### config.mk
export PLATFORM = sky130hd
export DESIGN_NAME = weight_bias_loader_flat
export DESIGN_NICKNAME = d
export VERILOG_FILES = /design/src/rtl/weight_bias_loader_if.sv /design/src/rtl/weight_bias_loader.sv /design/src/flat_wrapper.sv
export SDC_FILE = /design/constraint.sdc
export NUM_CORES = 1
export LEC_CHECK = 0
export ABC_AREA = 1
export CELL_PAD_IN_SITES_DETAIL_PLACEMENT = 1
export CELL_PAD_IN_SITES_GLOBAL_PLACEMENT = 1
export CORE_ASPECT_RATIO = 1.4
export CORE_MARGIN = 2
export CORE_UTILIZATION = 30
export CTS_BUF_LIST = sky130_fd_sc_hd__clkbuf_2
export CTS_CLUSTER_DIAMETER = 30
export CTS_CLUSTER_SIZE = 20
export DETAILED_ROUTE_END_ITERATION = 10
export PLACE_DENSITY_LB_ADDON = 0.08
export SYNTH_ARGS = -nofsm -noshare
export SYNTH_HDL_FRONTEND = slang
export SYNTH_SLANG_ARGS = --single-unit
### constraint.sdc
create_clock -name clk -period 4 [get_ports clk]
set_input_delay 0.8 -clock clk [delete_from_list [all_inputs] [get_ports clk]]
set_output_delay 0.8 -clock clk [all_outputs]
set_load 0.05 [all_outputs]
### src/rtl/weight_bias_loader_if.sv
// Word stream from the AXI side into the weight/bias loader.
// The source (master) drives data/valid, the loader (slave) drives ready.
interface weight_bias_loader_if #(
  parameter int dataWidth = 16
);
  logic [dataWidth-1:0] s_data;
  logic                 s_valid;
  logic                 s_ready;

  modport master (output s_data, output s_valid, input s_ready);
  modport slave  (input s_data, input s_valid, output s_ready);
endinterface

### src/rtl/weight_bias_loader.sv
// Configuration master for one ELM layer: turns a flat word stream into the
// per-neuron broadcast of numWeight weights followed by one bias word,
// in ascending neuron order. All outputs are registered.
module weight_bias_loader #(
  parameter int dataWidth  = 16,
  parameter int numWeight  = 128,
  parameter int numNeurons = 64
) (
  input  logic                     clk,
  input  logic                     rst,
  input  logic                     start,
  input  logic [2*dataWidth:0]     layer_sel,
  weight_bias_loader_if.slave      s_bus,
  output logic [dataWidth-1:0]     weightValue,
  output logic                     weightValid,
  output logic [dataWidth-1:0]     biasValue,
  output logic                     biasValid,
  output logic [2*dataWidth:0]     config_layer_num,
  output logic [2*dataWidth:0]     config_neuron_num,
  output logic                     busy,
  output logic                     done
);

  localparam int CFG_W = 2*dataWidth + 1;
  localparam int WC_W  = $clog2(numWeight) + 1;
  localparam int NC_W  = (numNeurons > 1) ? $clog2(numNeurons) : 1;

  localparam logic [WC_W-1:0] W_LAST = WC_W'(numWeight - 1);
  localparam logic [NC_W-1:0] N_LAST = NC_W'(numNeurons - 1);

  typedef enum logic [1:0] {
    S_IDLE,
    S_WEIGHT,
    S_BIAS,
    S_DONE
  } state_t;

  state_t          state;
  logic [WC_W-1:0] w_cnt;
  logic [NC_W-1:0] n_cnt;
  logic            beat;

  // A word moves only when the loader is ready and the source offers one.
  assign beat = s_bus.s_valid & s_bus.s_ready;

  // Load sequencer: state, counters and every registered output.
  // NOTE: state is updated with non-blocking assignments so every branch sees
  // the pre-edge values of state and counters, exactly like the hardware.
  always_ff @(posedge clk or posedge rst) begin
    if (rst) begin
      state             <= S_IDLE;
      w_cnt             <= '0;
      n_cnt             <= '0;
      s_bus.s_ready     <= 1'b0;
      weightValue       <= '0;
      weightValid       <= 1'b0;
      biasValue         <= '0;
      biasValid         <= 1'b0;
      config_layer_num  <= '0;
      config_neuron_num <= '0;
      busy              <= 1'b0;
      done              <= 1'b0;
    end else begin
      // Strobes last exactly one cycle unless re-asserted below.
      weightValid <= 1'b0;
      biasValid   <= 1'b0;
      done        <= 1'b0;
      // Lags n_cnt by one cycle so it still names the current neuron while
      // that neuron's bias strobe is on the bus.
      config_neuron_num <= CFG_W'(n_cnt);

      case (state)
        S_IDLE: begin
          if (start) begin
            state             <= S_WEIGHT;
            s_bus.s_ready     <= 1'b1;
            busy              <= 1'b1;
            w_cnt             <= '0;
            n_cnt             <= '0;
            config_layer_num  <= layer_sel;
            config_neuron_num <= '0;
          end
        end

        S_WEIGHT: begin
          if (beat) begin
            weightValue <= s_bus.s_data;
            weightValid <= 1'b1;
            if (w_cnt == W_LAST) begin
              w_cnt <= '0;
              state <= S_BIAS;
            end else begin
              w_cnt <= w_cnt + 1'b1;
            end
          end
        end

        S_BIAS: begin
          if (beat) begin
            biasValue <= s_bus.s_data;
            biasValid <= 1'b1;
            if (n_cnt == N_LAST) begin
              state         <= S_DONE;
              s_bus.s_ready <= 1'b0;
              done          <= 1'b1;
            end else begin
              n_cnt <= n_cnt + 1'b1;
              state <= S_WEIGHT;
            end
          end
        end

        S_DONE: begin
          state <= S_IDLE;
          busy  <= 1'b0;
        end

        default: begin
          state         <= S_IDLE;
          s_bus.s_ready <= 1'b0;
          busy          <= 1'b0;
        end
      endcase
    end
  end

endmodule

### src/flat_wrapper.sv
// flat-port wrapper written by rule: the top's interface ports become plain ports
module weight_bias_loader_flat 
#(
  parameter int dataWidth  = 16,
  parameter int numWeight  = 128,
  parameter int numNeurons = 64
)
  (clk, rst, start, layer_sel, weightValue, weightValid, biasValue, biasValid, config_layer_num, config_neuron_num, busy, done, s_bus_s_data, s_bus_s_valid, s_bus_s_ready);
  weight_bias_loader_if #(.dataWidth(dataWidth)) s_bus_i ();
  input  logic clk;
  input  logic rst;
  input  logic start;
  input  logic [2*dataWidth:0] layer_sel;
  output logic [dataWidth-1:0] weightValue;
  output logic weightValid;
  output logic [dataWidth-1:0] biasValue;
  output logic biasValid;
  output logic [2*dataWidth:0] config_layer_num;
  output logic [2*dataWidth:0] config_neuron_num;
  output logic busy;
  output logic done;
  input wire logic [$bits(s_bus_i.s_data)-1:0] s_bus_s_data;
  input wire logic [$bits(s_bus_i.s_valid)-1:0] s_bus_s_valid;
  output wire logic [$bits(s_bus_i.s_ready)-1:0] s_bus_s_ready;
  assign s_bus_i.s_data = s_bus_s_data;
  assign s_bus_i.s_valid = s_bus_s_valid;
  assign s_bus_s_ready = s_bus_i.s_ready;
  weight_bias_loader #(.dataWidth(dataWidth), .numWeight(numWeight), .numNeurons(numNeurons)) u_core (.clk(clk), .rst(rst), .start(start), .layer_sel(layer_sel), .s_bus(s_bus_i), .weightValue(weightValue), .weightValid(weightValid), .biasValue(biasValue), .biasValid(biasValid), .config_layer_num(config_layer_num), .config_neuron_num(config_neuron_num), .busy(busy), .done(done));
endmodule
==> flow_metrics.env, run 1 <==
export IMPL_whs_ns=0.513
export IMPL_ios=156
export IMPL_hold_viol=0
export IMPL_cts_inserted_buffers=9
export IMPL_synthCells=450
export IMPL_coreArea_um2=12900
export IMPL_path_class="flop to output port"
export IMPL_ys_seq_elements=92
export IMPL_fillers=1525
export IMPL_r2r_cells=6
export IMPL_syn_area_per_cell_um2=8.79
export IMPL_grt_pass1_wl_um=17300
export IMPL_htree_levels=3
export IMPL_postCtsSetupBuffers=0
export IMPL_drv_slew=0
export IMPL_rsz0062_at_grt="no"
export IMPL_ir_worst_vdd_mv=0.133
export IMPL_combPwrFrac=0.087
export IMPL_tns_ns=0
export IMPL_max_stage_delay_ns=0.81
export IMPL_crit_slowest_cell="clkdlybuf4s50_1"
export IMPL_io_buffers=128
export IMPL_leakage_nw=2.69
export IMPL_path_cells="clkdlybuf4s50_1"
export IMPL_grtUsageTotal=0.156
export IMPL_vias=3270
export IMPL_drt_iter0_drc=64
export IMPL_min_from="u_core.config_layer_num[13]"
export IMPL_power_internal_mw=1.12
export IMPL_syn2layout_area_growth_pct=35.8
export IMPL_cp_max_fo=2
export IMPL_hold_class="flop to flop"
export IMPL_clock_power_share=0.304
export IMPL_hold_depth=2
export IMPL_maxSlewHeadroom=0.462
export IMPL_yosys_warnings=0
export IMPL_grt_pass1_vias=3523
export IMPL_setup_viol=0
export IMPL_die_h_um=140
export IMPL_final_util=0.417
export IMPL_worstReg2RegStart="u_core.state[1]"
export IMPL_ant_nets=0
export IMPL_cp_arrival_ns=1.81
export IMPL_sequentialPowerShare=0.609
export IMPL_final_layout_size_suffix_gt1_frac=0.0516
export IMPL_dpl_cell_area_um2=5250
export IMPL_cts_tree="built"
export IMPL_tightest_slew_ns=0.806
export IMPL_stdcell_count=735
export IMPL_cp_top_family="buffers and inverters"
export IMPL_routedWlPerCell_um=14.3
export IMPL_syn_area_um2=3960
export IMPL_antenna_found_initial=1
export IMPL_dp_cells=718
export IMPL_start_util=0.307
export IMPL_globalRouteOverflowTotal=0
export IMPL_grt_max_degree=58
export IMPL_clk_pin_slew_ns=0.28
export IMPL_p_sw_frac=0.266
export IMPL_r2r_end="u_core.config_layer_num[14]"
export IMPL_power_switching_mw=0.407
export IMPL_insertion_delay_ns=0.56
export IMPL_yosysSeqAreaShare=0.582
export IMPL_finClkSkew_ns=0.0474
export IMPL_endpoint_kind="output port"
export IMPL_cts_root_buf="clkbuf_2"
export IMPL_drt_pass1_iterations=4
export IMPL_die_x_um=101
export IMPL_status="completed"
export IMPL_cts_resized=0
export IMPL_place_hpwl_um=7810
export IMPL_p_per_area_nw_per_um2=285
export IMPL_maxCapViolCount=0
export IMPL_rows=49
export IMPL_cts_sink_count=92
export IMPL_routabilityCongestion=0.746
export IMPL_fin_crit_sh=0.653
export IMPL_rrSetupSlack_ns=2.11
export IMPL_drc_errors=0
export IMPL_critPathLaunchType="flop"
export IMPL_fmax_mhz=383
export IMPL_min_period_ns=2.61
export IMPL_critPathBufInv=1
export IMPL_worstHoldEndpoint="u_core.config_layer_num[13]"
export IMPL_ctsHoldBuffers=0
export IMPL_cts_buffer_depth=2
export IMPL_dieArea_um2=14100
export IMPL_nNetsFinal=631
export IMPL_postRouteWirelength_um=10500
export IMPL_viasPerCell=4.45
export IMPL_yosys_cell_types_count=25
export IMPL_design_area_um2=5370
export IMPL_required_ns=3.20
cell usage after synthesis:
cell | instances | share of area
nand2_1 | 173 | 0.16
nand2_2 | 3 | 0.0047
o21ai_0 | 38 | 0.048
dfrtp_1 | 92 | 0.58
nand3_1 | 14 | 0.018
inv_2 | 2 | 0.0019
nor2_4 | 2 | 0.0057
nand3b_1 | 1 | 0.0019
nand2_4 | 2 | 0.0057
nand4_2 | 1 | 0.0032
nand4_1 | 1 | 0.0016
clkbuf_1 | 2 | 0.0019
o211ai_1 | 1 | 0.0019
buf_6 | 4 | 0.011
inv_1 | 40 | 0.038
nor2_1 | 21 | 0.020
buf_4 | 30 | 0.057
a31oi_1 | 1 | 0.0016
conb_1 | 1 | 0.00095
nor3_1 | 1 | 0.0013
buf_2 | 6 | 0.0076
a21oi_1 | 5 | 0.0063
o21ai_1 | 6 | 0.0076
or2_2 | 1 | 0.0016
ha_1 | 2 | 0.0063
worst max path at each step:
stage / startpoint / endpoint / slack, ns / depth (start not counted)
after floorplan: rst / u_core.biasValid / 0.81 / 1
after global placement: start / u_core.config_layer_num[27] / 1.48 / 6
after detailed placement: s_bus_s_valid / u_core.w_cnt[3] / 1.46 / 8
after CTS: u_core.config_layer_num[2] / config_layer_num[2] / 1.31 / 1
after global routing: u_core.config_layer_num[30] / config_layer_num[30] / 1.27 / 1
final: u_core.config_layer_num[0] / config_layer_num[0] / 1.39 / 1
power by group through the flow:
| stage | clock (mW) | sequential, mW | combinational, mW |
|---|---|---|---|
| floorplan | 0 | 0.948 | 0.0927 |
| global placement | 0 | 0.948 | 0.135 |
| detailed placement | 0 | 0.948 | 0.135 |
| CTS | 0.497 | 0.933 | 0.135 |
| global route | 0.533 | 0.933 | 0.143 |
| finish | 0.466 | 0.932 | 0.133 |
state kept, by name, indices dropped and copies added (netlist names):
signal / cells
u_core.config_neuron_num: 6
u_core.w_cnt: 8
u_core.weightValid: 1
u_core.s_bus.s_ready: 1
u_core.weightValue: 16
u_core.state: 2
u_core.done: 1
u_core.config_layer_num: 33
u_core.biasValue: 16
u_core.n_cnt: 6
u_core.biasValid: 1
u_core.busy: 1
layout by cell type, fill, tap and decap left out:
cell	instances
clkinv_1	1
nand2_2	3
clkbuf_2	10
clkinvlp_4	3
inv_2	2
a21oi_1	5
o21ai_1	6
diode_2	1
buf_4	2
nand2_4	2
nand3b_1	1
o21ai_0	38
a31oi_1	1
nor2_4	2
nand4_2	1
clkinv_4	1
nand3_1	14
nand4_1	1
ha_1	2
clkinv_2	1
or2_2	1
buf_12	1
clkdlybuf4s50_1	128
nor2_1	21
conb_1	27
o211ai_1	1
nor3_1	1
inv_1	39
nand2_1	173
dfrtp_1	92
bufinv_16	1
cells by family after synthesis:
family / synth area share
AND/OR/NAND/NOR: 0.227
flip-flops: 0.582
buffers and inverters: 0.118
AO/OA/AOI/OAI: 0.0655
adder cells (fa/ha/maj): 0.00633
other: 0.000948
per-layer routing:
layer	part of all wire	global-route usage	vias to the layer above
met5	0	0	-
met4	0.013	0.0491	0
met3	0.059	0.0427	7
met2	0.54	0.287	88
met1	0.38	0.171	1595
li1	-	-	1580
final cells by class:
type / instances / area (um^2) / share of cell area
clock inverters: 6 / 65.1 / 0.0121
flip-flops and latches: 92 / 2300 / 0.429
clock buffers: 10 / 50.0 / 0.00932
well taps: 153 / 191 / 0.0356
multi-input cells: 300 / 1280 / 0.239
repair buffers: 131 / 1320 / 0.245
diodes: 1 / 2.50 / 0.000466
inverters: 42 / 159 / 0.0296
through the flow:
stage	setup WS (ns)	total power [mW]
after floorplan	0.808	1.04
after global placement	1.48	1.08
after detailed placement	1.46	1.08
after CTS	1.31	1.56
after global routing	1.27	1.61
final	1.39	1.53
No activity file was read; power rests on OpenSTA's default activity.
==> run 2, diff against run 1 <==
CORE_UTILIZATION = 29   (was 30)
clock period = 2.15 ns   (was 4 ns; I/O delays follow)
==> run 2 against run 1 <==
Against the previous run:
- worst hold slack worse by 0.24 ns
- core utilization is 1.3 points lower
- routed wire length is 0.52% higher
- critical endpoint is now config_layer_num[29]
- global-route usage hardly changed
- clock skew is 0.028 ns lower
- critical path depth stayed put
- critical path type unchanged
- clock power is 130% higher
- combinational power is 85% higher
- sequential power is 86% higher
- sequential share of layout area is 0.080 points lower
==> flow_metrics.env, run 2 (synthesis results as in run 1) <==
export IMPL_routedWlPerCell_um=13.8
export IMPL_grtUsageTotal=0.156
export IMPL_power_internal_mw=2.32
export IMPL_grt_pass1_vias=3529
export IMPL_die_h_um=142
export IMPL_start_util=0.297
export IMPL_setup_ws_ns=0.175
export IMPL_antenna_found_initial=1
export IMPL_min_period_ns=1.97
export IMPL_vias=3237
export IMPL_tightest_slew_ns=0.545
export IMPL_required_ns=1.72
export IMPL_largest_register="u_core.config_layer_num"
export IMPL_tns_ns=0
export IMPL_drt_pass1_iterations=4
export IMPL_viasPerCell=4.22
export IMPL_ant_nets=0
export IMPL_layout_commonest_cell="nand2_1"
export IMPL_rows=50
export IMPL_maxSlewHeadroom=0.638
export IMPL_status="completed"
export IMPL_clk_pin_slew_ns=0.24
export IMPL_dp_slack_ns=0.310
export IMPL_cts_sink_count=92
export IMPL_cts_buffer_depth=2
export IMPL_ios=156
export IMPL_hold_class="input pin to async pin"
export IMPL_cts_tree="built"
export IMPL_hold_viol=0
export IMPL_final_util=0.404
export IMPL_cp_max_fo=2
export IMPL_io_buffers=128
export IMPL_place_hpwl_um=7840
export IMPL_leakage_nw=3.06
export IMPL_clock_power_share=0.352
export IMPL_cts_root_buf="clkbuf_2"
export IMPL_largest_reg_flops=33
export IMPL_path_cells="dlygate4sd2_1"
export IMPL_endpoint_kind="output port"
export IMPL_grt_pass1_wl_um=17600
export IMPL_drv_slew=0
export IMPL_critPathLaunchType="flop"
export IMPL_power_mw=3.05
export IMPL_setup_viol=0
export IMPL_syn2layout_area_growth_pct=36.1
export IMPL_drc_errors=0
export IMPL_p_per_area_nw_per_um2=568
export IMPL_power_switching_mw=0.737
export IMPL_maxCapViolCount=0
export IMPL_coreArea_um2=13300
export IMPL_dieArea_um2=14600
export IMPL_insertion_delay_ns=0.56
export IMPL_fillers=1638
export IMPL_max_stage_delay_ns=0.56
export IMPL_postRouteWirelength_um=10600
export IMPL_critPathBufInv=1
export IMPL_crit_slowest_cell="dlygate4sd2_1"
export IMPL_routabilityCongestion=0.797
export IMPL_fmax_mhz=506
export IMPL_postCtsSetupBuffers=0
export IMPL_final_layout_size_suffix_gt1_frac=0.0565
export IMPL_reg_top3="u_core.config_layer_num x33, u_core.biasValue x16, u_core.weightValue x16"
export IMPL_nNetsFinal=635
export IMPL_drt_iter0_drc=98
export IMPL_dpl_cell_area_um2=5320
export IMPL_grt_max_degree=93
export IMPL_path_class="flop to output port"
export IMPL_fin_crit_sh=0.919
export IMPL_cp_top_family="buffers and inverters"
export IMPL_most_common_layout_cells="173 x nand2_1, 92 x dfrtp_1, 76 x dlygate4sd2_1"
export IMPL_combPwrFrac=0.081
export IMPL_sequentialPowerShare=0.568
export IMPL_rsz0062_at_grt="no"
export IMPL_ir_worst_vdd_mv=0.261
export IMPL_globalRouteOverflowTotal=0
export IMPL_cts_inserted_buffers=9
export IMPL_cp_arrival_ns=1.54
export IMPL_htree_levels=3
export IMPL_finClkSkew_ns=0.0194
export IMPL_p_sw_frac=0.241
export IMPL_die_x_um=103
export IMPL_design_area_um2=5380
-- run 2: cell types whose count changed in the layout (fill, tap and decap cells not counted), sizes merged --
cell,before,now
buf,3,7
bufinv,1,3
clkdlybuf4s50,128,52
clkinv,3,1
clkinvlp,3,2
dlygate4sd2,0,76
-- run 2: final timing paths --
| path | start | to | slack [ns] | cells past startpoint |
|---|---|---|---|---|
| worst max-delay path | u_core.config_layer_num[29] | config_layer_num[29] | 0.18 | 1 |
| worst min-delay path | rst | u_core.w_cnt[3] | 0.28 | 3 |
| worst max register to register | u_core.state[1] | u_core.config_layer_num[31] | 0.66 | 6 |
| worst min register to register | u_core.config_layer_num[32] | u_core.config_layer_num[32] | 0.51 | 2 |
| max in group asynchronous | rst | u_core.n_cnt[4] | 1.44 | 3 |
| min in group clk | layer_sel[16] | u_core.config_layer_num[16] | 0.36 | 3 |
-- run 2: per-layer routing --
metal,wire [um],track usage,vias to the layer above,share of wire
met5,0,0,-,0
met4,205,0.0561,0,0.019
met3,603,0.0437,16,0.057
met2,5630,0.270,85,0.53
met1,4160,0.182,1550,0.39
li1,-,-,1586,-
-- run 2: area by class of cell --
type | count | area (um^2) | share of cell area
multi-input cells | 300 | 1280 | 0.239
well taps | 182 | 228 | 0.0423
repair buffers | 135 | 1250 | 0.233
flip-flops and latches | 92 | 2300 | 0.428
diodes | 1 | 2.50 | 0.000465
clock buffers | 10 | 50.0 | 0.00930
inverters | 42 | 161 | 0.0300
clock inverters | 5 | 101 | 0.0188
-- run 2: power by group through the flow --
stage / Combinational [mW] / Sequential (mW) / Clock (mW)
2_1_floorplan: 0.173 / 1.76 / 0
3_3_place_gp: 0.248 / 1.76 / 0
3_5_place_dp: 0.250 / 1.76 / 0
4_1_cts: 0.250 / 1.73 / 1.13
5_1_grt: 0.264 / 1.74 / 1.20
6_report: 0.246 / 1.73 / 1.07
-- run 2: metrics by stage --
stage | cells | hold WS (ns)
global route | 767 | 0.286
floorplan | 476 | 0.474
CTS | 766 | 0.286
finish | 767 | 0.277
detailed placement | 751 | 0.464
global placement | 751 | 0.463
-- run 2: tightest hold or removal path: stages --
cell	delay, ns
clkdlybuf4s50_1	0.44
clkinvlp_4	0.09
buf_12	0.37
-- run 2: timing repair --
item,in CTS,in global routing
hold buffers,0,0
setup endpoints to repair,76,0
resized for setup,76,0
==> run 3, diff against run 2 <==
MAX_ROUTING_LAYER = met4   (was unset)
==> run 3 against run 2 <==
Against the previous run:
- count of clock-buffer cells in the layout stayed put
- die area did not move
- via count about the same
- global-route usage is 0.46 points higher
- sequential power barely moved
- core utilization is the same
- total power barely moved
- non-clock buffer count did not move
- critical path type unchanged
- largest cell class unchanged
- clock skew down 0.0048 ns
- fmax down 0.17%
- worst hold slack better by 0.0041 ns
- first-iteration DRC count fell by 2.0%
==> flow_metrics.env, run 3 (synthesis results as in run 1) <==
export IMPL_status="completed"
export IMPL_critPathLaunchType="flop"
export IMPL_ant_nets=0
export IMPL_drt_iter0_drc=96
export IMPL_path_cells="dlygate4sd2_1"
export IMPL_io_buffers=128
export IMPL_maxSlewHeadroom=0.635
export IMPL_nNetsFinal=635
export IMPL_leakage_nw=3.06
export IMPL_globalRouteOverflowTotal=0
export IMPL_p_per_area_nw_per_um2=568
export IMPL_start_util=0.297
export IMPL_rows=50
export IMPL_drc_errors=0
export IMPL_ir_worst_vdd_mv=0.261
export IMPL_dieArea_um2=14600
export IMPL_ctsHoldBuffers=0
export IMPL_final_layout_size_suffix_gt1_frac=0.0565
export IMPL_stdcell_count=767
export IMPL_cts_buffer_depth=2
export IMPL_cp_max_fo=2
export IMPL_required_ns=1.72
export IMPL_grtUsageTotal=0.161
export IMPL_design_area_um2=5380
export IMPL_syn2layout_area_growth_pct=36.1
export IMPL_cts_root_buf="clkbuf_2"
export IMPL_die_x_um=103
export IMPL_crit_slowest_cell="dlygate4sd2_1"
export IMPL_fin_crit_sh=0.920
export IMPL_largest_register="u_core.config_layer_num"
export IMPL_min_period_ns=1.98
export IMPL_drv_slew=0
export IMPL_hold_class="input pin to async pin"
export IMPL_htree_levels=3
export IMPL_most_common_layout_cells="173 x nand2_1, 92 x dfrtp_1, 76 x dlygate4sd2_1"
export IMPL_fmax_mhz=506
export IMPL_clk_pin_slew_ns=0.24
export IMPL_tightest_slew_ns=0.550
export IMPL_cts_sink_count=92
export IMPL_grt_pass1_vias=3533
export IMPL_dp_slack_ns=0.310
export IMPL_routabilityCongestion=0.808
export IMPL_finClkSkew_ns=0.0146
export IMPL_reg_top3="u_core.config_layer_num x33, u_core.biasValue x16, u_core.weightValue x16"
export IMPL_final_util=0.404
export IMPL_drt_pass1_iterations=4
export IMPL_place_hpwl_um=7840
export IMPL_antenna_found_initial=1
export IMPL_setup_ws_ns=0.172
export IMPL_setup_viol=0
export IMPL_cp_arrival_ns=1.55
export IMPL_postCtsSetupBuffers=0
export IMPL_viasPerCell=4.22
export IMPL_ios=156
export IMPL_rsz0062_at_grt="no"
export IMPL_dp_cells=751
export IMPL_cts_tree="built"
export IMPL_path_class="flop to output port"
export IMPL_cts_inserted_buffers=9
export IMPL_routedWlPerCell_um=13.8
export IMPL_critPathBufInv=1
export IMPL_postRouteWirelength_um=10600
export IMPL_coreArea_um2=13300
export IMPL_insertion_delay_ns=0.57
export IMPL_cp_top_family="buffers and inverters"
export IMPL_tns_ns=0
export IMPL_rrSetupSlack_ns=0.66
export IMPL_hold_viol=0
export IMPL_max_stage_delay_ns=0.56
export IMPL_maxCapViolCount=0
export IMPL_die_h_um=142
export IMPL_dpl_cell_area_um2=5320
export IMPL_layout_commonest_cell="nand2_1"
export IMPL_grt_max_degree=93
export IMPL_vias=3240
export IMPL_largest_reg_flops=33
export IMPL_grt_pass1_wl_um=17600
export IMPL_endpoint_kind="output port"
[run 3: cell counts in the layout (fill, tap and decap cells not counted)]
No cell type changed its count.
[run 3: timing repair]
| action | CTS | global route |
|---|---|---|
| resized for setup | 76 | 0 |
| endpoints found under the setup margin | 76 | 0 |
| endpoints found under the hold margin | 0 | 0 |
[run 3: metal layers]
layer  GRT usage  wire length (um)  vias to the layer above
met5           -                 0                        -
li1            -                 -                     1587
met1       0.187              4260                     1553
met2       0.270              5660                       84
met3      0.0373               496                       16
met4      0.0561               199                        0
[run 3: through the flow]
step | total power [mW] | hold WS [ns]
global route | 3.20 | 0.282
floorplan | 1.94 | 0.474
finish | 3.05 | 0.281
CTS | 3.12 | 0.286
global placement | 2.01 | 0.463
detailed placement | 2.01 | 0.464
[run 3: final timing paths]
| kind | start | endpoint | cells past startpoint |
|---|---|---|---|
| max in group asynchronous | rst | u_core.n_cnt[3] | 3 |
| min | rst | u_core.weightValue[12] | 3 |
| max | u_core.config_layer_num[29] | config_layer_num[29] | 1 |
| max reg2reg | u_core.w_cnt[1] | u_core.state[1] | 7 |
| min in group clk | layer_sel[16] | u_core.config_layer_num[16] | 3 |
| min reg2reg | u_core.config_layer_num[32] | u_core.config_layer_num[32] | 2 |
[run 3: power breakdown]
part / switching (mW) / leakage, nW / internal [mW]
Combinational: 0.158 / 1.78 / 0.0878
Sequential: 0 / 1.20 / 1.73
Clock: 0.580 / 0.0857 / 0.495
[run 3: layout make-up]
cell class / instances / area, um^2
clock inverter: 5 / 101
sequential: 92 / 2300
tap: 182 / 228
multi-input combinational: 300 / 1280
fill: 1638 / 7940
clock buffer: 10 / 50.0
timing repair buffer: 135 / 1250
inverter: 42 / 161
antenna: 1 / 2.50
